**src/rtl/sobel_pkg.sv**
```systemverilog
// Shared types and helpers for the Sobel main control unit and its pixel counter.
package sobel_pkg;

   typedef enum logic [2:0] {
      S_IDLE     = 3'd0,
      S_READ_BUF = 3'd1,
      S_CALC     = 3'd2,
      S_MAG      = 3'd3,
      S_OUTPUT   = 3'd4,
      S_IMG_DONE = 3'd5
   } state_t;

   typedef enum logic [1:0] {
      MODE_XY = 2'b00,
      MODE_X  = 2'b01,
      MODE_Y  = 2'b10
   } mode_t;

   // The reserved encoding 2'b11 behaves as X+Y.
   function automatic mode_t decode_mode(input logic [1:0] m);
      return (m == 2'b11) ? MODE_XY : mode_t'(m);
   endfunction

   // Returns {y_needed, x_needed} for a latched mode.
   function automatic logic [1:0] done_needed(input mode_t m);
      case (m)
         MODE_X:  return 2'b01;
         MODE_Y:  return 2'b10;
         default: return 2'b11;
      endcase
   endfunction

   function automatic logic is_border(input int r, input int c, input int h, input int w);
      return (r == 0) || (r == h - 1) || (c == 0) || (c == w - 1);
   endfunction

endpackage

```
**src/rtl/sobel_pixel_counter.sv**
```systemverilog
// Row/column position of the pixel being processed, with raster wrap and
// last-pixel / border flags.
module sobel_pixel_counter
   import sobel_pkg::*;
#(
   parameter  int IMG_WIDTH  = 640,
   parameter  int IMG_HEIGHT = 480,
   localparam int CW         = $clog2(IMG_WIDTH),
   localparam int RW         = $clog2(IMG_HEIGHT)
) (
   input  logic          clk,
   input  logic          rst,
   input  logic          clr,
   input  logic          inc,
   output logic [RW-1:0] row,
   output logic [CW-1:0] col,
   output logic          last,
   output logic          border
);

   localparam logic [CW-1:0] COL_MAX = CW'(IMG_WIDTH - 1);
   localparam logic [RW-1:0] ROW_MAX = RW'(IMG_HEIGHT - 1);

   logic col_end, row_end;

   assign col_end = (col == COL_MAX);
   assign row_end = (row == ROW_MAX);
   assign last    = col_end & row_end;
   assign border  = is_border(32'(row), 32'(col), IMG_HEIGHT, IMG_WIDTH);

   always_ff @(posedge clk or posedge rst) begin
      if (rst) begin
         row <= '0;
         col <= '0;
      end else if (clr) begin
         row <= '0;
         col <= '0;
      end else if (inc) begin
         if (col_end) begin
            col <= '0;
            row <= row_end ? '0 : row + 1'b1;
         end else begin
            col <= col + 1'b1;
         end
      end
   end

endmodule

```
**src/rtl/sobel_mcu_param.sv**
```systemverilog
// Main control unit of the Sobel edge detector: walks one image pixel by pixel
// through buffer read, gradient calculation, magnitude and a backpressured output.
module sobel_mcu_param
   import sobel_pkg::*;
#(
   parameter  int IMG_WIDTH    = 640,
   parameter  int IMG_HEIGHT   = 480,
   parameter  int BORDER_ZERO  = 1,
   parameter  int CALC_TIMEOUT = 255,
   localparam int RW           = $clog2(IMG_HEIGHT),
   localparam int CW           = $clog2(IMG_WIDTH)
) (
   input  logic          clk,
   input  logic          rst,
   input  logic          hsel,
   input  logic          abort,
   input  logic [1:0]    cfg_mode,
   input  logic          data_available,
   input  logic          x_calc_done,
   input  logic          y_calc_done,
   input  logic          out_ready,
   output logic          load_enable,
   output logic          x_start,
   output logic          y_start,
   output logic          mag_enable,
   output logic          output_enable,
   output logic          border,
   output logic [RW-1:0] row,
   output logic [CW-1:0] col,
   output logic          busy,
   output logic          convolution_done,
   output logic          timeout_err
);

   localparam int            TW      = (CALC_TIMEOUT > 1) ? $clog2(CALC_TIMEOUT) : 1;
   localparam logic [TW-1:0] TO_LAST = (CALC_TIMEOUT > 0) ? TW'(CALC_TIMEOUT - 1) : '0;

   state_t        state, nxt;
   mode_t         mode_q;
   logic [1:0]    need;
   logic          x_seen, y_seen, calc_entry;
   logic          grad_done, to_hit, start;
   logic          cnt_clr, cnt_inc, pix_last, pix_border;
   logic [TW-1:0] calc_cnt;

   sobel_pixel_counter #(
      .IMG_WIDTH  (IMG_WIDTH),
      .IMG_HEIGHT (IMG_HEIGHT)
   ) u_cnt (
      .clk    (clk),
      .rst    (rst),
      .clr    (cnt_clr),
      .inc    (cnt_inc),
      .row    (row),
      .col    (col),
      .last   (pix_last),
      .border (pix_border)
   );

   // A done seen in an earlier CALC cycle or arriving this cycle both count.
   assign need      = done_needed(mode_q);
   assign grad_done = (~need[0] | x_seen | x_calc_done) & (~need[1] | y_seen | y_calc_done);
   assign to_hit    = (CALC_TIMEOUT != 0) && (calc_cnt == TO_LAST);
   assign start     = (state == S_IDLE) & hsel & ~abort;

   always_comb begin
      nxt     = state;
      cnt_clr = 1'b0;
      cnt_inc = 1'b0;
      case (state)
         S_IDLE: if (hsel) begin
            nxt     = S_READ_BUF;
            cnt_clr = 1'b1;
         end
         S_READ_BUF: if (data_available)
            nxt = ((BORDER_ZERO != 0) && pix_border) ? S_OUTPUT : S_CALC;
         S_CALC: if (grad_done || to_hit)
            nxt = (mode_q == MODE_XY) ? S_MAG : S_OUTPUT;
         S_MAG: nxt = S_OUTPUT;
         S_OUTPUT: if (out_ready) begin
            nxt     = pix_last ? S_IMG_DONE : S_READ_BUF;
            cnt_inc = ~pix_last;
         end
         S_IMG_DONE: nxt = S_IDLE;
         default: nxt = S_IDLE;
      endcase
      if (abort) begin
         nxt     = S_IDLE;
         cnt_clr = 1'b0;
         cnt_inc = 1'b0;
      end
   end

   always_ff @(posedge clk or posedge rst) begin
      if (rst) begin
         state       <= S_IDLE;
         mode_q      <= MODE_XY;
         timeout_err <= 1'b0;
         calc_entry  <= 1'b0;
         x_seen      <= 1'b0;
         y_seen      <= 1'b0;
         calc_cnt    <= '0;
      end else begin
         state      <= nxt;
         calc_entry <= (state == S_READ_BUF) && (nxt == S_CALC);
         if (start) begin
            mode_q      <= decode_mode(cfg_mode);
            timeout_err <= 1'b0;
         end else if ((state == S_CALC) && to_hit && !grad_done && !abort) begin
            timeout_err <= 1'b1;
         end
         if (state == S_CALC) begin
            x_seen   <= x_seen | x_calc_done;
            y_seen   <= y_seen | y_calc_done;
            calc_cnt <= calc_cnt + 1'b1;
         end else begin
            x_seen   <= 1'b0;
            y_seen   <= 1'b0;
            calc_cnt <= '0;
         end
      end
   end

   // Strobes are suppressed in the abort cycle itself.
   assign load_enable      = (state == S_READ_BUF) & data_available & ~abort;
   assign x_start          = calc_entry & need[0] & ~abort;
   assign y_start          = calc_entry & need[1] & ~abort;
   assign mag_enable       = (state == S_MAG) & ~abort;
   assign output_enable    = (state == S_OUTPUT) & ~abort;
   assign convolution_done = (state == S_IMG_DONE) & ~abort;
   assign busy             = (state != S_IDLE);
   // Gated by busy so the idle/reset counters at (0,0) do not flag a border.
   assign border           = busy & pix_border;

endmodule

```
**config.mk**
```make
export PLATFORM = sky130hd
export DESIGN_NAME = sobel_mcu_param
export DESIGN_NICKNAME = d
export VERILOG_FILES = /design/src/rtl/sobel_pkg.sv /design/src/rtl/sobel_pixel_counter.sv /design/src/rtl/sobel_mcu_param.sv
export SDC_FILE = /design/constraint.sdc
export NUM_CORES = 1
export LEC_CHECK = 0
export CAP_MARGIN = 10
export CORE_MARGIN = 2
export CORE_UTILIZATION = 30
export DETAILED_ROUTE_END_ITERATION = 6
export DONT_BUFFER_PORTS = 1
export GPL_TIMING_DRIVEN = 0
export PLACE_DENSITY_LB_ADDON = 0.05
export SYNTH_ARGS = -nofsm -noshare
export SYNTH_HDL_FRONTEND = slang
export SYNTH_SLANG_ARGS = --single-unit
```
**constraint.sdc**
```tcl
create_clock -name clk -period 2.39 [get_ports clk]
set_input_delay 0.3585 -clock clk [delete_from_list [all_inputs] [get_ports clk]]
set_output_delay 0.3585 -clock clk [all_outputs]
set_load 0.01 [all_outputs]
```
[Word level (Yosys, flattened, before mapping)]
Index checks and enable logic that the tools add are counted.
W data, S select, Z words.
Word-level totals
  register bits: 36
  input port bits: 10
  output and inout port bits: 28
  logic and storage cells: 98
Cells by class
  $add $sub $neg: 3
  equality and inequality tests: 14
  muxes and demuxes: 29
  bitwise gates (word level): 24
  reduce and logical (&&, ||, !) cells: 19
Operator list (number)
  $mux W9: 4
  $mux W10: 3
  $mux W3: 8
  $eq A10 B10 Y1 const B: 2
  $pmux W3 S5: 1
  $and A1 B1 Y1: 14
  $add A10 B1 Y10 const B: 1
  $logic_not A10 Y1: 1
  $mux W1: 10
  $add A9 B1 Y9 const B: 1
  $eq A3 B2 Y1 const B: 3
  $eq A9 B7 Y1 const B: 1
  $eq A9 B9 Y1 const B: 1
  $logic_not A9 Y1: 1
  $add A8 B1 Y8 const B: 1
  $eq A8 B8 Y1 const B: 1
  $mux W8: 1
  $eq A3 B3 Y1 const B: 2
  $or A1 B1 Y1: 6
  $reduce_bool A2 Y1: 3
  $eq A2 B2 Y1 const B: 2
  $logic_and A1 B1 Y1: 4
  $logic_or A1 B1 Y1: 4
  $not A1 Y1: 4
  other kinds (9): 10

[Logic depth before layout (Yosys ltp)]
Gate-level depths: netlist of run 1.
  depth after elaboration: 12
  depth in mapped cells: 8
  depth with buffers taken out: 7

[Modules after synthesis]
A second synthesis of run 1 with hierarchy kept.
Unflattened totals
  cell total of the unflattened synthesis: 217
  area, all modules: 2089.5 µm²
By module, submodules not included
  sobel_pixel_counter: instances 1, cells each 120, area an instance 1163.6 µm², sequential area each 475.5 µm²
  sobel_mcu_param: instances 1, cells each 97, area an instance 925.9 µm², sequential area each 425.4 µm²

[Least setup slack after synthesis of run 1]
No wires, ideal clock.
  path kind: register to output
  start point: reg u_cnt.col[0]
  end point: out border
  arrival time: 1826 ps
  path slack: 206 ps
  stages on the path, launching flop included: 8
  path buffers: 2
  cells stage by stage: dfrtp_1 ha_1 and2_1 clkbuf_2 and4_1 buf_2 or3_1 and2_1
Between the ends
  cells in the longest elaborated chain, start to end: 4
  elaborated cells on any way between the ends: 5
  those cells by class: eq/ne (1); bitwise (1); reduce/logical (3)
RTL lines
  start, declared: line sobel_pixel_counter.sv:16  | output logic [CW-1:0] col,
  start signal, assigned: line sobel_pixel_counter.sv:43  | col <= col + 1'b1;
  $logic_not A10 Y1: line sobel_pkg.sv:34  | return (r == 0) || (r == h - 1) || (c == 0) || (c == w - 1);
  $logic_or A1 B1 Y1: line sobel_pkg.sv:34
  $logic_or A1 B1 Y1 *: line sobel_pkg.sv:34
  $and A1 B1 Y1 *: line sobel_mcu_param.sv:133  | assign border = busy & pix_border;
  end, declared: line sobel_mcu_param.sv:27  | output logic border,
Mark *: on every way between the ends. The rest lies on a longest branch, timed or not.

[Worst setup path after layout of run 1]
Ends and elaborated chain as after synthesis.

==> results of run 1 <==
==> layout make-up <==
class                      count  area (µm²)
clock inverter                 1        5.00
clock buffer                   6        72.6
fill                         738        4420
sequential                    36         905
tap                           80         100
timing repair buffer           3        22.5
multi-input combinational    178        1160
inverter                       8        30.0
buffer                         7        42.5
==> sequential cells by signal (all words and copies together), names as in the netlist, 2 cells and up <==
signal     flops
calc_cnt       8
mode_q         2
state          3
u_cnt.col     10
u_cnt.row      9
==> kinds of logic after synthesis <==
family,Yosys count,synth area share (%)
AND/OR/NAND/NOR,122,31.4
multiplexers,5,2.40
XOR/XNOR,12,5.05
buffers and inverters,17,3.96
AO/OA/AOI/OAI,33,10.3
adder cells (fa/ha/maj),6,3.60
flip-flops,36,43.2
==> layer usage <==
layer / vias to the layer above / GRT usage (%) / share of wire (%)
met1: 816 / 20.7 / 46
met5: - / 0 / 0
li1: 839 / - / -
met3: 6 / 4.17 / 6.9
met4: 0 / 3.78 / 1.2
met2: 42 / 23.4 / 46
==> worst max-delay path, cell delays in order, from the launching register on <==
cell	delay (ns)
dfrtp_2	0.47
ha_2	0.21
and2_1	0.22
and4_4	0.20
or3_4	0.39
and2_4	0.18
==> repair_timing <==
action                                  4_1_cts  5_1_grt
gates resized for setup                       9        6
gates cloned                                  0        0
pin swaps                                     1        2
endpoints found under the setup margin        1        3
buffers inserted                              1        2
==> how the worst max path moves through the flow <==
| stage | endpoint | slack, ns | cells after the start | from |
|---|---|---|---|---|
| 3_3_place_gp | border | 0.02 | 7 | u_cnt.col[0]$_DFFE_PP0P_ |
| 6_report | border | 0.09 | 5 | u_cnt.col[0]$_DFFE_PP0P_ |
| 4_1_cts | border | 0.02 | 7 | u_cnt.row[0]$_DFFE_PP0P_ |
| 2_1_floorplan | border | 0.21 | 7 | u_cnt.col[0]$_DFFE_PP0P_ |
| 3_5_place_dp | border | 0.02 | 7 | u_cnt.col[0]$_DFFE_PP0P_ |
| 5_1_grt | border | -0.004 | 7 | u_cnt.row[0]$_DFFE_PP0P_ |
==> synth_stat cells (all sizes together) <==
cell type  number
and2            4
buf             4
nand3b          4
a211oi          3
o32a            1
nor4            6
nor2b           2
a21oi           9
and3            3
a21o            1
a21boi          1
o41ai           1
a31oi           3
or2             2
nor2           35
ha              6
o21ai           7
dfrtp          36
nand2b          2
or4             3
a32oi           1
o21bai          1
nand4           8
o2111ai         2
inv             8
xor2            7
or3             6
nor3            5
o21a            1
nand3          11
nor4b           5
o31ai           1
nand4b          1
o211ai          1
mux2i           5
xnor2           5
and4            2
nand2          23
clkbuf          5
==> power by group through the flow <==
stage	Sequential, W	Clock [W]	Combinational (W)
after floorplan	0.000642	0	0.0000688
after global routing	0.000635	0.000471	0.000107
after CTS	0.000633	0.000446	0.0000927
final	0.000633	0.000424	0.0000906
after global placement	0.000645	0	0.0000899
after detailed placement	0.000645	0	0.0000901
==> stage by stage <==
step | total power [W] | cell area (µm²)
global placement | 0.000735 | 2180
detailed placement | 0.000735 | 2180
floorplan | 0.000710 | 2080
global route | 0.00121 | 2340
CTS | 0.00117 | 2300
finish | 0.00115 | 2340
==> flow_summary.json, run 1 <==
{
  "cts_buffers": 5,
  "path_clk_slew_ns": 0.08,
  "dp_slack_ns": 0.0249,
  "drtIter0Drc": 43,
  "syn_to_final_growth_pct": 12.3,
  "cp_max_fo": 6,
  "ys_ff_latch": 36,
  "globalRouteOverflowTotal": 0,
  "cts_hold_buf": 0,
  "crit_arrival_ns": 1.94,
  "fin_skew_ns": 0.0146,
  "post-route-util_pct": 34.6,
  "clockBufferDepth": 2,
  "syn-cell-area_um2": 2080,
  "layout_common_cells": "35 x nor2_1, 33 x dfrtp_1, 23 x nand2_1, 10 x nand3_1, 9 x a21oi_1",
  "die_y_um": 87.3,
  "ir_drop_uv": 215,
  "rows": 30,
  "tightestPinTransition_ns": 0.802,
  "grt_pass1_vias": 1652,
  "timing.hold.ws_ns": 0.102,
  "leakage_nw": 0.933,
  "maxSlewViolCount": 0,
  "power.share.clock_pct": 36.9,
  "drt_wl_total_mm": 5.42,
  "syn-instance-count": 231,
  "synth_area_leaders": "dfrtp_1 43%, nor2_1 6.3%, nand2_1 4.1%",
  "dr_total_vias": 1703,
  "synth_nets": 247,
  "power_density_nw_per_um2": 491,
  "avgSynthCellArea_um2": 9.02,
  "fin_crit_sh_pct": 96.2,
  "clk_latency_ns": 0.29,
  "antenna_found_initial": 0,
  "die_x_um": 87.3,
  "cp-start-kind": "register",
  "layout_commonest_cell": "nor2_1",
  "fp.coreArea_um2": 6760,
  "ys_warn_count": 0,
  "dp_hpwl_mm": 3.80,
  "wl_per_cell_um": 17.0,
  "swShare_pct": 26.1,
  "ctsRootBufferMaster": "clkbuf_8",
  "fin_crit_ns": 2.30,
  "r2r_end": "u_cnt.row[5]$_DFFE_PP0P_",
  "die_area_um2": 7630,
  "final.setup.tns_ns": 0,
  "p_switching_w": 0.000299,
  "cap_violations": 0,
  "pwr-share-comb_pct": 7.9,
  "final_cells": 319,
  "cts_max_level": 2,
  "hold_viol_final": 0,
  "required_ns": 2.03,
  "critPathKind": "register to output port",
  "io_buffer_count": 0,
  "antenna_left": 0,
  "io_pins": 38,
  "synth_top_cell_by_area": "dfrtp_1",
  "grt_start_max_net_pins": 37,
  "setup_ws_ns": 0.0911,
  "cp-end-kind": "output port",
  "track_usage_pct": 15.1,
  "cts_tree": "built",
  "first_pass_iters": 4,
  "place_congestion": 0.750,
  "finalSetupViolCount": 0,
  "cellInternalPower_w": 0.000848,
  "status": "finished clean",
  "rrSetupSlack_ns": 0.20,
  "clock_sinks": 36,
  "reg2reg_depth": 7,
  "p_seq_share_pct": 55.2,
  "via_per_inst": 5.34,
  "dp.cells": 311,
  "diodes": 0,
  "layout.nets": 255,
  "initial_core_util_pct": 30.8,
  "drive_gt1_share_pct": 12.1,
  "worstReg2RegStart": "u_cnt.col[1]$_DFFE_PP0P_",
  "hp-class": "input pin to asynchronous set/reset pin",
  "synth-seq-area-share_pct": 43.2,
  "max-slew-margin-rel_pct": 46.5,
  "fmax_mhz": 435,
  "ys_types": 45,
  "synth_top_area_share_pct": 43.2,
  "drc": 0,
  "rsz0062_at_grt": "yes",
  "grt_pass1_wl_mm": 8.90
}
No activity file was read; power rests on OpenSTA's default activity.
==> run 2, diff against run 1 <==
--- a/config.mk
+++ b/config.mk
@@ -10,6 +10,7 @@
 export CORE_UTILIZATION = 30
 export DETAILED_ROUTE_END_ITERATION = 6
 export DONT_BUFFER_PORTS = 1
+export GPL_ROUTABILITY_DRIVEN = 0
 export GPL_TIMING_DRIVEN = 0
 export PLACE_DENSITY_LB_ADDON = 0.05
 export SYNTH_ARGS = -nofsm -noshare
==> results of run 2 <==
No change in the layout: final DEF, timing and power equal those of run 1.
==> run 3, diff against run 2 <==
--- a/config.mk
+++ b/config.mk
@@ -5,13 +5,10 @@
 export SDC_FILE = /design/constraint.sdc
 export NUM_CORES = 1
 export LEC_CHECK = 0
-export CAP_MARGIN = 10
 export CORE_MARGIN = 2
 export CORE_UTILIZATION = 30
 export DETAILED_ROUTE_END_ITERATION = 6
 export DONT_BUFFER_PORTS = 1
-export GPL_ROUTABILITY_DRIVEN = 0
-export GPL_TIMING_DRIVEN = 0
 export PLACE_DENSITY_LB_ADDON = 0.05
 export SYNTH_ARGS = -nofsm -noshare
 export SYNTH_HDL_FRONTEND = slang
==> run 3 against run 2 <==
Net effect: count of clock-buffer cells in the layout down 1; clock power up 30%; register-to-register slack better by 0.11 ns; critical endpoint unchanged.
==> flow_summary.json, run 3 (synthesis results as in run 1) <==
{
  "status": "finished clean",
  "cp_cell_sequence": "ha_1 -> and2_2 -> and4_4 -> or3_4 -> and2_4",
  "diodes": 0,
  "drt_wl_total_mm": 5.67,
  "top_register": "u_cnt.col",
  "post-route-util_pct": 36.4,
  "ctsRootBufferMaster": "clkbuf_8",
  "cts_tree": "built",
  "power_density_nw_per_um2": 524,
  "layout.nets": 266,
  "io_buffer_count": 0,
  "fmax_mhz": 431,
  "clockBufferDepth": 2,
  "dp_slack_ns": 0.167,
  "finalSetupViolCount": 0,
  "critPathKind": "register to output port",
  "crit_arrival_ns": 1.96,
  "cts_max_level": 2,
  "p_seq_share_pct": 49.1,
  "dr_total_vias": 1784,
  "die_x_um": 87.3,
  "rows": 30,
  "io_pins": 38,
  "timing.hold.ws_ns": 0.0602,
  "clk_latency_ns": 0.29,
  "drtIter0Drc": 55,
  "antenna_left": 0,
  "ir_drop_uv": 247,
  "setup_ws_ns": 0.0712,
  "grt_pass1_vias": 1798,
  "rsz0062_at_grt": "yes",
  "max-slew-margin-rel_pct": 58.7,
  "power.share.clock_pct": 42.8,
  "drc": 0,
  "rrSetupSlack_ns": 0.31,
  "n_fill_cell": 713,
  "place_area_um2": 2270,
  "dp_hpwl_mm": 4.09,
  "path_buf_inv": 0,
  "required_ns": 2.03,
  "cts_buffers": 5,
  "globalRouteOverflowTotal": 0,
  "fin_area_um2": 2460,
  "grt_start_max_net_pins": 37,
  "cap_violations": 0,
  "pwr-share-comb_pct": 8.1,
  "largest_reg_flops": 10,
  "fp.coreArea_um2": 6760,
  "p_switching_w": 0.000322,
  "fin_crit_ns": 2.32,
  "hp-class": "input pin to asynchronous set/reset pin",
  "seq_area_um2": 903,
  "crit_family": "simple AND/OR/NAND/NOR gates",
  "via_per_inst": 5.39,
  "multiInputGateArea_um2": 1160,
  "initial_core_util_pct": 30.8,
  "clock_sinks": 36,
  "worst_path_largest_cell_delay_ns": 0.47,
  "cp-start-kind": "register",
  "drive_gt1_share_pct": 17.9,
  "path_clk_slew_ns": 0.08,
  "leakage_nw": 1.04,
  "cellInternalPower_w": 0.000968,
  "tightestPinTransition_ns": 0.611,
  "first_pass_iters": 4,
  "layout_common_cells": "35 x nor2_1, 34 x dfrtp_1, 22 x nand2_1, 21 x buf_4, 10 x nand3_1",
  "fin_crit_sh_pct": 97.0,
  "wl_per_cell_um": 17.1,
  "antenna_found_initial": 0,
  "swShare_pct": 24.9,
  "largestRegisters": "u_cnt.col x10, u_cnt.row x9, calc_cnt x8",
  "track_usage_pct": 15.8,
  "fin_skew_ns": 0.00335,
  "cp-end-kind": "output port",
  "maxSlewViolCount": 0,
  "die_y_um": 87.3,
  "hold_viol_final": 0,
  "crit_slowest_cell": "dfrtp_2",
  "grt_pass1_wl_mm": 9.32,
  "cp_max_fo": 8,
  "die_area_um2": 7630,
  "syn_to_final_growth_pct": 18.2,
  "layout_commonest_cell": "nor2_1",
  "place_congestion": 0.866
}
[run 3: cell count changes in the layout (fill, tap and decap cells not counted), sizes merged]
cell / change
bufinv: +1
clkbuf: -5
clkinvlp: +1
buf: +15
[run 3: power by group through the flow]
stage	sequential, W	combinational [W]	clock, W
6_report	0.000633	0.000105	0.000552
5_1_grt	0.000636	0.000119	0.000599
4_1_cts	0.000633	0.0000972	0.000572
3_5_place_dp	0.000645	0.0000953	0
3_3_place_gp	0.000644	0.0000943	0
2_1_floorplan	0.000642	0.0000688	0
[run 3: cell type report]
| cell class | instances | share of cell area (%) |
|---|---|---|
| clock buffers | 5 | 2.79 |
| clock inverters | 3 | 1.73 |
| inverters | 8 | 1.22 |
| multi-input cells | 178 | 47.1 |
| flip-flops and latches | 36 | 36.7 |
| well taps | 80 | 4.07 |
| repair buffers | 21 | 6.40 |
[run 3: path summary, 6_finish.rpt]
kind | startpoint | endpoint | cells past startpoint
worst max-delay path | u_cnt.col[1]$_DFFE_PP0P_ | border | 5
worst min register to register | calc_cnt[0]$_DFF_PP0_ | calc_cnt[0]$_DFF_PP0_ | 1
min in group clk | x_calc_done | x_seen$_DFF_PP0_ | 2
worst min-delay path | rst | u_cnt.row[6]$_DFFE_PP0P_ | 2
max in group asynchronous | rst | u_cnt.col[1]$_DFFE_PP0P_ | 2
worst max register to register | u_cnt.row[0]$_DFFE_PP0P_ | u_cnt.col[6]$_DFFE_PP0P_ | 6
[run 3: timing repair]
action	CTS	global route
pin swaps	0	2
setup endpoints to repair	1	1
setup buffers	0	2
gates resized for setup	7	9
hold buffers	0	0
[run 3: through the flow]
stage          total power (W)  TNS [ns]  cells
2_1_floorplan         0.000710         0    231
3_5_place_dp          0.000740         0    321
4_1_cts                0.00130         0    329
3_3_place_gp          0.000738         0    321
6_report               0.00129         0    331
5_1_grt                0.00135   -0.0449    331
[run 3: per-layer routing]
layer  vias up  track usage, %  routed length [µm]
li1        867               -                   -
met5         -               0                   0
met4         0            5.03                 110
met1       861            20.8                2540
met3        11            4.55                 347
met2        45            24.9                2670
